$ cat src/rtl/mips_ctrl_pkg.sv
// Shared definitions for the multicycle MIPS control path: FSM state encodings,
// opcode constants, ALUOp codes (also consumed by ALU_control), and the Moore
// output decode used by the main control FSM.
// Optional feature macro: IMM_EXT_EN (extended immediate ALU instructions).
package mips_ctrl_pkg;

    typedef enum logic [3:0] {
        S_FETCH    = 4'd0,
        S_DECODE   = 4'd1,
        S_MEM_ADDR = 4'd2,
        S_MEM_RD   = 4'd3,
        S_MEM_WB   = 4'd4,
        S_MEM_WR   = 4'd5,
        S_R_EXEC   = 4'd6,
        S_R_WB     = 4'd7,
        S_BRANCH   = 4'd8,
        S_JUMP     = 4'd9,
        S_I_EXEC   = 4'd10,
        S_I_WB     = 4'd11,
        S_ILLEGAL  = 4'd12
    } state_t;

    localparam logic [5:0] OP_R     = 6'h00;
    localparam logic [5:0] OP_J     = 6'h02;
    localparam logic [5:0] OP_BEQ   = 6'h04;
    localparam logic [5:0] OP_ADDI  = 6'h08;
    localparam logic [5:0] OP_ADDIU = 6'h09;
    localparam logic [5:0] OP_SLTI  = 6'h0A;
    localparam logic [5:0] OP_SLTIU = 6'h0B;
    localparam logic [5:0] OP_ANDI  = 6'h0C;
    localparam logic [5:0] OP_ORI   = 6'h0D;
    localparam logic [5:0] OP_XORI  = 6'h0E;
    localparam logic [5:0] OP_LUI   = 6'h0F;
    localparam logic [5:0] OP_LW    = 6'h23;
    localparam logic [5:0] OP_SW    = 6'h2B;

    localparam logic [3:0] ALUOP_FUNCT = 4'b0000;
    localparam logic [3:0] ALUOP_SUB   = 4'b0001;
    localparam logic [3:0] ALUOP_ADD   = 4'b0010;
    localparam logic [3:0] ALUOP_LUI   = 4'b0011;
    localparam logic [3:0] ALUOP_ADDIU = 4'b0100;
    localparam logic [3:0] ALUOP_SLTI  = 4'b0101;
    localparam logic [3:0] ALUOP_SLTIU = 4'b0110;
    localparam logic [3:0] ALUOP_ANDI  = 4'b0111;
    localparam logic [3:0] ALUOP_ORI   = 4'b1000;
    localparam logic [3:0] ALUOP_XORI  = 4'b1001;

    localparam logic [1:0] SRCB_B      = 2'b00;
    localparam logic [1:0] SRCB_FOUR   = 2'b01;
    localparam logic [1:0] SRCB_IMM    = 2'b10;
    localparam logic [1:0] SRCB_IMM_SH = 2'b11;

    localparam logic [1:0] PCSRC_ALU    = 2'b00;
    localparam logic [1:0] PCSRC_ALUOUT = 2'b01;
    localparam logic [1:0] PCSRC_JUMP   = 2'b10;

    // Full set of datapath control lines driven by the main FSM.
    typedef struct packed {
        logic       pc_write;
        logic       pc_write_cond;
        logic       i_or_d;
        logic       mem_read;
        logic       mem_write;
        logic       ir_write;
        logic       mem_to_reg;
        logic       reg_dst;
        logic       reg_write;
        logic       alu_src_a;
        logic [1:0] alu_src_b;
        logic       zero_ext;
        logic [1:0] pc_source;
        logic [3:0] alu_op;
        logic       illegal_op;
    } ctrl_t;

    // Moore output decode: every line not named for a state stays 0, and the
    // unused encodings 13-15 produce an all-zero control word.
    function automatic ctrl_t moore_outputs(input state_t st,
                                            input logic [3:0] i_alu_op,
                                            input logic zext);
        ctrl_t c;
        c = '0;
        case (st)
            S_FETCH: begin
                c.mem_read  = 1'b1;
                c.ir_write  = 1'b1;
                c.pc_write  = 1'b1;
                c.alu_src_b = SRCB_FOUR;
                c.alu_op    = ALUOP_ADD;
            end
            S_DECODE: begin
                c.alu_src_b = SRCB_IMM_SH;
                c.alu_op    = ALUOP_ADD;
            end
            S_MEM_ADDR: begin
                c.alu_src_a = 1'b1;
                c.alu_src_b = SRCB_IMM;
                c.alu_op    = ALUOP_ADD;
            end
            S_MEM_RD: begin
                c.mem_read = 1'b1;
                c.i_or_d   = 1'b1;
            end
            S_MEM_WB: begin
                c.reg_write  = 1'b1;
                c.mem_to_reg = 1'b1;
            end
            S_MEM_WR: begin
                c.mem_write = 1'b1;
                c.i_or_d    = 1'b1;
            end
            S_R_EXEC: begin
                c.alu_src_a = 1'b1;
                c.alu_src_b = SRCB_B;
                c.alu_op    = ALUOP_FUNCT;
            end
            S_R_WB: begin
                c.reg_write = 1'b1;
                c.reg_dst   = 1'b1;
            end
            S_BRANCH: begin
                c.alu_src_a     = 1'b1;
                c.alu_op        = ALUOP_SUB;
                c.pc_write_cond = 1'b1;
                c.pc_source     = PCSRC_ALUOUT;
            end
            S_JUMP: begin
                c.pc_write  = 1'b1;
                c.pc_source = PCSRC_JUMP;
            end
            S_I_EXEC: begin
                c.alu_src_a = 1'b1;
                c.alu_src_b = SRCB_IMM;
                c.alu_op    = i_alu_op;
                c.zero_ext  = zext;
            end
            S_I_WB: begin
                c.reg_write = 1'b1;
            end
            S_ILLEGAL: begin
                c.illegal_op = 1'b1;
            end
            default: c = '0;
        endcase
        return c;
    endfunction

endpackage

$ cat src/rtl/mc_opdecode.sv
// Combinational opcode decoder for the multicycle main control: picks the
// state that follows DECODE, the ALUOp for I-type execution and whether the
// immediate is zero-extended.
// Optional feature macro: IMM_EXT_EN (addiu/slti/sltiu/andi/ori/xori).
module mc_opdecode
    import mips_ctrl_pkg::*;
(
    input  logic [5:0] opcode,
    output state_t     next_state,
    output logic [3:0] alu_op,
    output logic       zext
);

    // Opcode classification; anything unrecognised lands in ILLEGAL.
    always_comb begin
        next_state = S_ILLEGAL;
        alu_op     = ALUOP_ADD;
        zext       = 1'b0;
        case (opcode)
            OP_LW, OP_SW: next_state = S_MEM_ADDR;
            OP_R:         next_state = S_R_EXEC;
            OP_BEQ:       next_state = S_BRANCH;
            OP_J:         next_state = S_JUMP;
            OP_ADDI: begin
                next_state = S_I_EXEC;
                alu_op     = ALUOP_ADD;
            end
            OP_LUI: begin
                next_state = S_I_EXEC;
                alu_op     = ALUOP_LUI;
            end
`ifdef IMM_EXT_EN
            OP_ADDIU: begin
                next_state = S_I_EXEC;
                alu_op     = ALUOP_ADDIU;
            end
            OP_SLTI: begin
                next_state = S_I_EXEC;
                alu_op     = ALUOP_SLTI;
            end
            OP_SLTIU: begin
                next_state = S_I_EXEC;
                alu_op     = ALUOP_SLTIU;
            end
            OP_ANDI: begin
                next_state = S_I_EXEC;
                alu_op     = ALUOP_ANDI;
                zext       = 1'b1;
            end
            OP_ORI: begin
                next_state = S_I_EXEC;
                alu_op     = ALUOP_ORI;
                zext       = 1'b1;
            end
            OP_XORI: begin
                next_state = S_I_EXEC;
                alu_op     = ALUOP_XORI;
                zext       = 1'b1;
            end
`else
            OP_ADDIU, OP_SLTI, OP_SLTIU, OP_ANDI, OP_ORI, OP_XORI:
                next_state = S_ILLEGAL;
`endif
            default: next_state = S_ILLEGAL;
        endcase
    end

endmodule

$ cat src/rtl/multicycle_main_control.sv
// Main control FSM for the multicycle MIPS datapath. Sequences each
// instruction through fetch/decode/execute/memory/writeback, drives the
// datapath enables and the 4-bit ALUOp for ALU_control, and counts retired
// instructions. Control outputs are registered alongside the state so they
// always reflect the current state with no decode glitches.
// Optional feature macro: IMM_EXT_EN (extended immediate ALU instructions).
module multicycle_main_control
    import mips_ctrl_pkg::*;
#(
    parameter int CNT_W = 32
) (
    input  logic             clk,
    input  logic             rst,
    input  logic [5:0]       opcode,
    output logic             PCWrite,
    output logic             PCWriteCond,
    output logic             IorD,
    output logic             MemRead,
    output logic             MemWrite,
    output logic             IRWrite,
    output logic             MemtoReg,
    output logic             RegDst,
    output logic             RegWrite,
    output logic             ALUSrcA,
    output logic [1:0]       ALUSrcB,
    output logic             ZeroExt,
    output logic [1:0]       PCSource,
    output logic [3:0]       ALUOp,
    output logic             illegal_op,
    output logic [3:0]       state,
    output logic [CNT_W-1:0] instr_cnt
);

    state_t           state_q;
    state_t           state_d;
    logic [3:0]       alu_op_q;
    logic [3:0]       alu_op_d;
    logic             zext_q;
    logic             zext_d;
    ctrl_t            ctrl_q;
    logic [CNT_W-1:0] instr_cnt_q;
    logic             retire;

    state_t           dec_next;
    logic [3:0]       dec_alu_op;
    logic             dec_zext;

    mc_opdecode u_opdecode (
        .opcode     (opcode),
        .next_state (dec_next),
        .alu_op     (dec_alu_op),
        .zext       (dec_zext)
    );

    // Next-state selection plus the I-type operation that will be in effect next cycle.
    always_comb begin
        state_d  = S_FETCH;
        alu_op_d = (state_q == S_DECODE) ? dec_alu_op : alu_op_q;
        zext_d   = (state_q == S_DECODE) ? dec_zext : zext_q;
        retire   = 1'b0;
        case (state_q)
            S_FETCH:    state_d = S_DECODE;
            S_DECODE:   state_d = dec_next;
            S_MEM_ADDR: state_d = (opcode == OP_LW) ? S_MEM_RD : S_MEM_WR;
            S_MEM_RD:   state_d = S_MEM_WB;
            S_MEM_WB: begin
                state_d = S_FETCH;
                retire  = 1'b1;
            end
            S_MEM_WR: begin
                state_d = S_FETCH;
                retire  = 1'b1;
            end
            S_R_EXEC:   state_d = S_R_WB;
            S_R_WB: begin
                state_d = S_FETCH;
                retire  = 1'b1;
            end
            S_BRANCH: begin
                state_d = S_FETCH;
                retire  = 1'b1;
            end
            S_JUMP: begin
                state_d = S_FETCH;
                retire  = 1'b1;
            end
            S_I_EXEC:   state_d = S_I_WB;
            S_I_WB: begin
                state_d = S_FETCH;
                retire  = 1'b1;
            end
            S_ILLEGAL:  state_d = S_FETCH;
            default:    state_d = S_FETCH;
        endcase
    end

    // State, latched I-type op, registered control word and retire counter; reset abandons any in-flight instruction.
    always_ff @(posedge clk or posedge rst) begin
        if (rst) begin
            state_q     <= S_FETCH;
            alu_op_q    <= ALUOP_ADD;
            zext_q      <= 1'b0;
            ctrl_q      <= moore_outputs(S_FETCH, ALUOP_ADD, 1'b0);
            instr_cnt_q <= '0;
        end else begin
            state_q  <= state_d;
            alu_op_q <= alu_op_d;
            zext_q   <= zext_d;
            ctrl_q   <= moore_outputs(state_d, alu_op_d, zext_d);
            if (retire) begin
                instr_cnt_q <= instr_cnt_q + CNT_W'(1);
            end
        end
    end

    assign PCWrite     = ctrl_q.pc_write;
    assign PCWriteCond = ctrl_q.pc_write_cond;
    assign IorD        = ctrl_q.i_or_d;
    assign MemRead     = ctrl_q.mem_read;
    assign MemWrite    = ctrl_q.mem_write;
    assign IRWrite     = ctrl_q.ir_write;
    assign MemtoReg    = ctrl_q.mem_to_reg;
    assign RegDst      = ctrl_q.reg_dst;
    assign RegWrite    = ctrl_q.reg_write;
    assign ALUSrcA     = ctrl_q.alu_src_a;
    assign ALUSrcB     = ctrl_q.alu_src_b;
    assign ZeroExt     = ctrl_q.zero_ext;
    assign PCSource    = ctrl_q.pc_source;
    assign ALUOp       = ctrl_q.alu_op;
    assign illegal_op  = ctrl_q.illegal_op;
    assign state       = state_q;
    assign instr_cnt   = instr_cnt_q;

endmodule

$ cat config.mk
export PLATFORM = sky130hd
export DESIGN_NAME = multicycle_main_control
export DESIGN_NICKNAME = d
export VERILOG_FILES = /design/src/rtl/mips_ctrl_pkg.sv /design/src/rtl/mc_opdecode.sv /design/src/rtl/multicycle_main_control.sv
export SDC_FILE = /design/constraint.sdc
export NUM_CORES = 1
export LEC_CHECK = 0
export ABC_AREA = 1
export CORE_MARGIN = 2
export CORE_UTILIZATION = 60
export DETAILED_ROUTE_END_ITERATION = 8
export DONT_BUFFER_PORTS = 1
export PLACE_DENSITY = 0.76
export SYNTH_ARGS = -nofsm -noshare
export SYNTH_HDL_FRONTEND = slang
export SYNTH_SLANG_ARGS = --single-unit
$ cat constraint.sdc
create_clock -name clk -period 2.7 [get_ports clk]
set_input_delay 0.54 -clock clk [delete_from_list [all_inputs] [get_ports clk]]
set_output_delay 0.54 -clock clk [all_outputs]
set_load 0.02 [all_outputs]
# Word-level counts from Yosys, hierarchy flattened
# Index checks and enable logic that the tools add are counted.
[classes]
add_sub_neg = 1
multipliers = 0
div = 0
n_lt_le_gt_ge = 0
n_eq_ne = 29
n_shift = 0
mux = 22
n_bitwise = 0
reduce_logical = 13
[ops]
columns = ["op", "n"]
rows = [
  ["4-bit equality test (second input constant)", 9],
  ["32-bit by 1-bit adder with 32-bit output (second input constant)", 1],
  ["4-bit by 3-bit equality test with 1-bit output (second input constant)", 8],
  ["4-bit one-hot mux with 6 select lines", 1],
  ["4-bit one-hot mux with 5 select lines", 1],
  ["4-bit by 2-bit equality test with 1-bit output (second input constant)", 4],
  ["1-bit two-way mux", 15],
  ["6-bit by 4-bit equality test with 1-bit output (second input constant)", 2],
  ["6-bit equality test (second input constant)", 2],
  ["4-bit one-hot mux with 3 select lines", 1],
  ["2-bit OR reduction", 6],
  ["4-bit by 1-bit equality test with 1-bit output (second input constant)", 2],
  ["4-bit zero test", 2],
  ["6-bit by 2-bit equality test with 1-bit output (second input constant)", 1],
  ["6-bit by 3-bit equality test with 1-bit output (second input constant)", 1],
  ["6-bit zero test", 1],
  ["2-bit one-hot mux with 3 select lines", 1],
  ["3-bit OR reduction", 2],
  ["6-bit OR reduction", 1],
  ["4-bit two-way mux", 1],
  ["2-bit one-hot mux with 2 select lines", 1],
  ["4-bit OR reduction", 1],
  ["3-bit two-way mux", 1],
]
[totals]
ff_bits = 61
latchBits = 0
mem_bits_rw = 0
mem_bits_ro = 0
input_bits = 8
output_inout_bits = 56
n_memories = 0

# Logic depth before layout (Yosys ltp)
[depth]
ltp_word = 7
ltp_mapped = 12

# Cells and area by module
# A second synthesis with hierarchy kept.
[hier_totals]
hier_cells = 431
hier_area_um2 = 3260.6
[by_module_without_submodules]
columns = ["module", "n_inst", "cells_per_inst", "area_each_um2", "seq_area_each_um2"]
rows = [
  ["multicycle_main_control", 1, 394, 3074.2, 1508.9],
  ["mc_opdecode", 1, 37, 186.4, 0.0],
]

# Least setup slack after synthesis
# No wires, ideal clock.
[synth_timing]
path_kind = "reg-to-reg"
start = "register state_q[1], in the netlist state[1]"
end = "register instr_cnt_q[19], in the netlist instr_cnt[19]"
arrival_ns = 1.520
t_required_ns = 2.582
setup_slack_ns = 1.063
stages_incl_launch_ff = 13
synth_period_minus_slack_ns = 1.637
path_cell_list = "dfrtp_1 -> inv_2 -> nor2_2 -> inv_2 -> nand2_4 -> nor3_4 -> nand2_4 -> nor2_4 -> nand2_4 -> nor2_8 -> nand2_2 -> nand2_1 -> nand2_1"
[synth_via]
elab_chain_len = 3
[synth_lines]
columns = ["element", "line_no", "source"]
rows = [
  ["start: declaration", "multicycle_main_control.sv:34", "state_t state_q;"],
  ["start signal: assignment", "multicycle_main_control.sv:106", "state_q <= state_d;"],
  ["4-bit equality test / 4-bit by 3-bit equality test with 1-bit output (equally long branches)", "multicycle_main_control.sv:61", "case (state_q)"],
  ["6-bit OR reduction (no source line) *", "--", ""],
  ["1-bit two-way mux *", "multicycle_main_control.sv:61", ""],
  ["end signal: assignment", "multicycle_main_control.sv:111", "instr_cnt_q <= instr_cnt_q + CNT_W'(1);"],
  ["end: declaration", "multicycle_main_control.sv:41", "logic [CNT_W-1:0] instr_cnt_q;"],
]
# Mark *: on every way between the ends. The rest lies on a longest branch, timed or not.
# A chain may end at the register's enable or synchronous reset.

# Worst setup path after layout
[layout_timing]
start = "register state_q[2], in the netlist state[2]"
end = "register instr_cnt_q[20], in the netlist instr_cnt[20]"
# Same word-level chain as after synthesis.

==> results.md <==
* Final cell area excluding filler cells at 0.003002 mm2
* Largest net degree at the start of global routing at 57
* Peak Freq at 0.5461 GHz
* Clock sink total at 56
* First-pass GRT wire length at 9101 um
* Die area at 0.005221 mm2
* Setup TNS Final at 0 ns
* Antenna fix cells at 0
* Antenna-violating nets left at 0
* Setup Fix Bufs, Post-CTS at 0
* Yosys cell types at 31
* Period Utilization, post-route at around two thirds
* Post-detailed-placement half-perimeter wirelength at 4096 um
* Filler instances at 353
* Final WS setup at between 0.8 and 0.9 ns
* Clock-pin slew of the registers on the worst-case setup and hold paths at 0.10 ns
* Setup-failing EPs final at 0
* CTS root buf: clkbuf_8
* Number of synthesized flops with an enable pin at 0
* CTS tree: yes
* Setup crit start kind: register
* CTS Hold Bufs at 0
* NumNets Final at approximately 340
* I/O Buffers at 0
* Gp weighted congestion at about 0.94
* Maximum fanout along the worst path at 10
* CP Capture Type: register
* Initial Util at approximately 63%
* Maxcap violations at 0
* Core area at 0.004414 mm2
* Post-cts resize count at 0
* CP required at a little under 3 ns
* Remaining global-route overflow at 0
* Initial antenna violation count at 0
* Clock Skew at 0.004977 ns
* Htree depth at 2
* First-pass DRT Iterations at 4
* Drt total wl at 5340 um
* GR Util All Layers at 22.40%
* Total CTS buffers at 5
* Routed via count at 2037
* WHS at 0.1461 ns
* Worst hold path class: in -> async
* Yosys warns at 0
* Top_reg_cell synth: dfrtp_1
* Mapped Cells at 320
* Mapped Avg Cell Area at 8.735 um2
* Die Height at 72.26 um
* Synth Cell Area at 0.002795 mm2
* Die extent in x at 72.26 um
* Pre-CTS setup slack at 0.8753 ns
* Final Hold Viols at 0
* Vias in the first global route at 2035
* Status: finished, final reports clean
* Flops & latches, synth at 56
* Post-synth ARST share at 100.0%
* Final Util at about two thirds
* I/O pin cnt at 64
* Fin crit period at 1.831 ns
* Number of DRC markers in iteration 0 at 107
* Clock Path Buffers at 2
* Row Count at 24
* Post-route DRC at 0
* Max VDD drop at about 0.00066 V
* WP data arrival at 2.04 ns
* WS Path Type: reg -> reg
* Leakage power at roughly 1.5 nW
* Placed Area at 0.002880 mm2
* Worst-Skew Late Latency at roughly 0.31 ns
* Post-DR wirelength/cell at 13.98 um
* Unrepaired setup endpoints after global routing: false
* Slew Viols, Final at 0
* Layout cells sized above 1 at 15.76%
* Power per cell area at roughly 770 mW/mm2
* DR vias/cell at roughly 5.3
* P&R area growth vs syn at 7.386%
* Register area share after synthesis at 50.36%
-- state kept, by name, summed over array words and instances (netlist names), 2 cells and up --
register and flops:
ALUOp 4, ALUSrcB 2, instr_cnt 32, state 4
-- critical path, stage by stage (launching register included) --
cell	delay, ns
dfrtp_1	0.50
inv_1	0.12
nand2_1	0.07
nand2_2	0.10
nand2_4	0.11
nor2_2	0.14
inv_2	0.07
nor2_2	0.13
nand3_1	0.12
nor2_2	0.17
nand3_1	0.09
nand2_1	0.07
nand2_1	0.05
-- cell usage after synthesis, types with 3 or more instances --
master | count | area, um2
dfstp_2 | 5 | 131.4
nor3_1 | 5 | 25.02
nand2_4 | 3 | 33.78
nand2_1 | 68 | 255.2
dfrtp_1 | 51 | 1276
nand4_1 | 12 | 75.07
xor2_1 | 14 | 122.6
a21oi_1 | 5 | 25.02
nor3_2 | 8 | 80.08
xnor2_1 | 9 | 78.83
nand2_2 | 5 | 31.28
inv_1 | 46 | 172.7
nand3_1 | 19 | 95.09
inv_2 | 4 | 15.01
nor2_1 | 40 | 150.1
nor2_2 | 7 | 43.79
-- per-stage QoR --
| step | power [mW] | std cells |
|---|---|---|
| after floorplan | 1.648 | 322 |
| after global placement | 1.762 | 374 |
| after detailed placement | 1.771 | 374 |
| after CTS | 2.344 | 382 |
| after global routing | 2.451 | 382 |
| final | 2.325 | 382 |
-- cells by family after synthesis --
group	count (synthesis)	synth area share [%]
flops	56	50.36
fa+ha+maj	1	0.4476
other cells	1	0.1342
compound gates	10	1.925
buf+inv	51	6.983
xor+xnor	24	7.789
simple gates	177	32.36
-- layer usage --
metal  vias up  part of all wire, %  routed length, um  GRT usage, %
li1       1017                    -                  -             -
met1       958                   41               2183         25.49
met2        49                   52               2780         39.86
met3        13                  4.6                246         6.250
met4         0                  2.4                129         8.595
met5         -                    0                  0             0
-- path summary, 6_finish.rpt --
check / end / slack (ns) / from / cells past startpoint
min: ZeroExt / 0.15 / rst / 2
min reg2reg: alu_op_q[0] / 0.52 / alu_op_q[0] / 2
max reg2reg: instr_cnt[20] / 0.87 / state[2] / 12
max in group asynchronous: ALUSrcB[0] / 2.25 / rst / 2
max: instr_cnt[20] / 0.87 / state[2] / 12
min in group clk: MemRead / 0.44 / opcode[4] / 3
-- placed cells by master (no fill, tap or decap), drive strengths merged --
master / n
nand2: 76
dfrtp: 51
inv: 50
nor2: 50
nand3: 22
xor2: 15
nor3: 14
nand4: 12
xnor2: 9
clkbuf: 6
dfstp: 5
a21oi: 5
conb: 3
o21ai: 3
or2: 2
and2: 1
o31ai: 1
a31oi: 1
ha: 1
clkinv: 1
bufinv: 1
buf: 1
-- area by class of cell --
class / count / area [um2] / share of cell area, %
tap: 52 / 65.06 / 2.168
clock buffer: 6 / 82.58 / 2.751
clock inverter: 2 / 38.79 / 1.292
inverter: 50 / 187.7 / 6.253
sequential: 56 / 1408 / 46.89
timing repair buffer: 1 / 20.02 / 0.6669
multi-input combinational: 215 / 1200 / 39.97
-- report_power, final --
group / leakage [nW] / internal (mW) / total (mW) / switching, mW
clock network: 0.0614 / 0.303 / 0.572 / 0.268
registers: 0.744 / 0.998 / 1.27 / 0.270
logic: 0.741 / 0.133 / 0.485 / 0.352
Note: power is estimated with default switching activity, not from simulation.
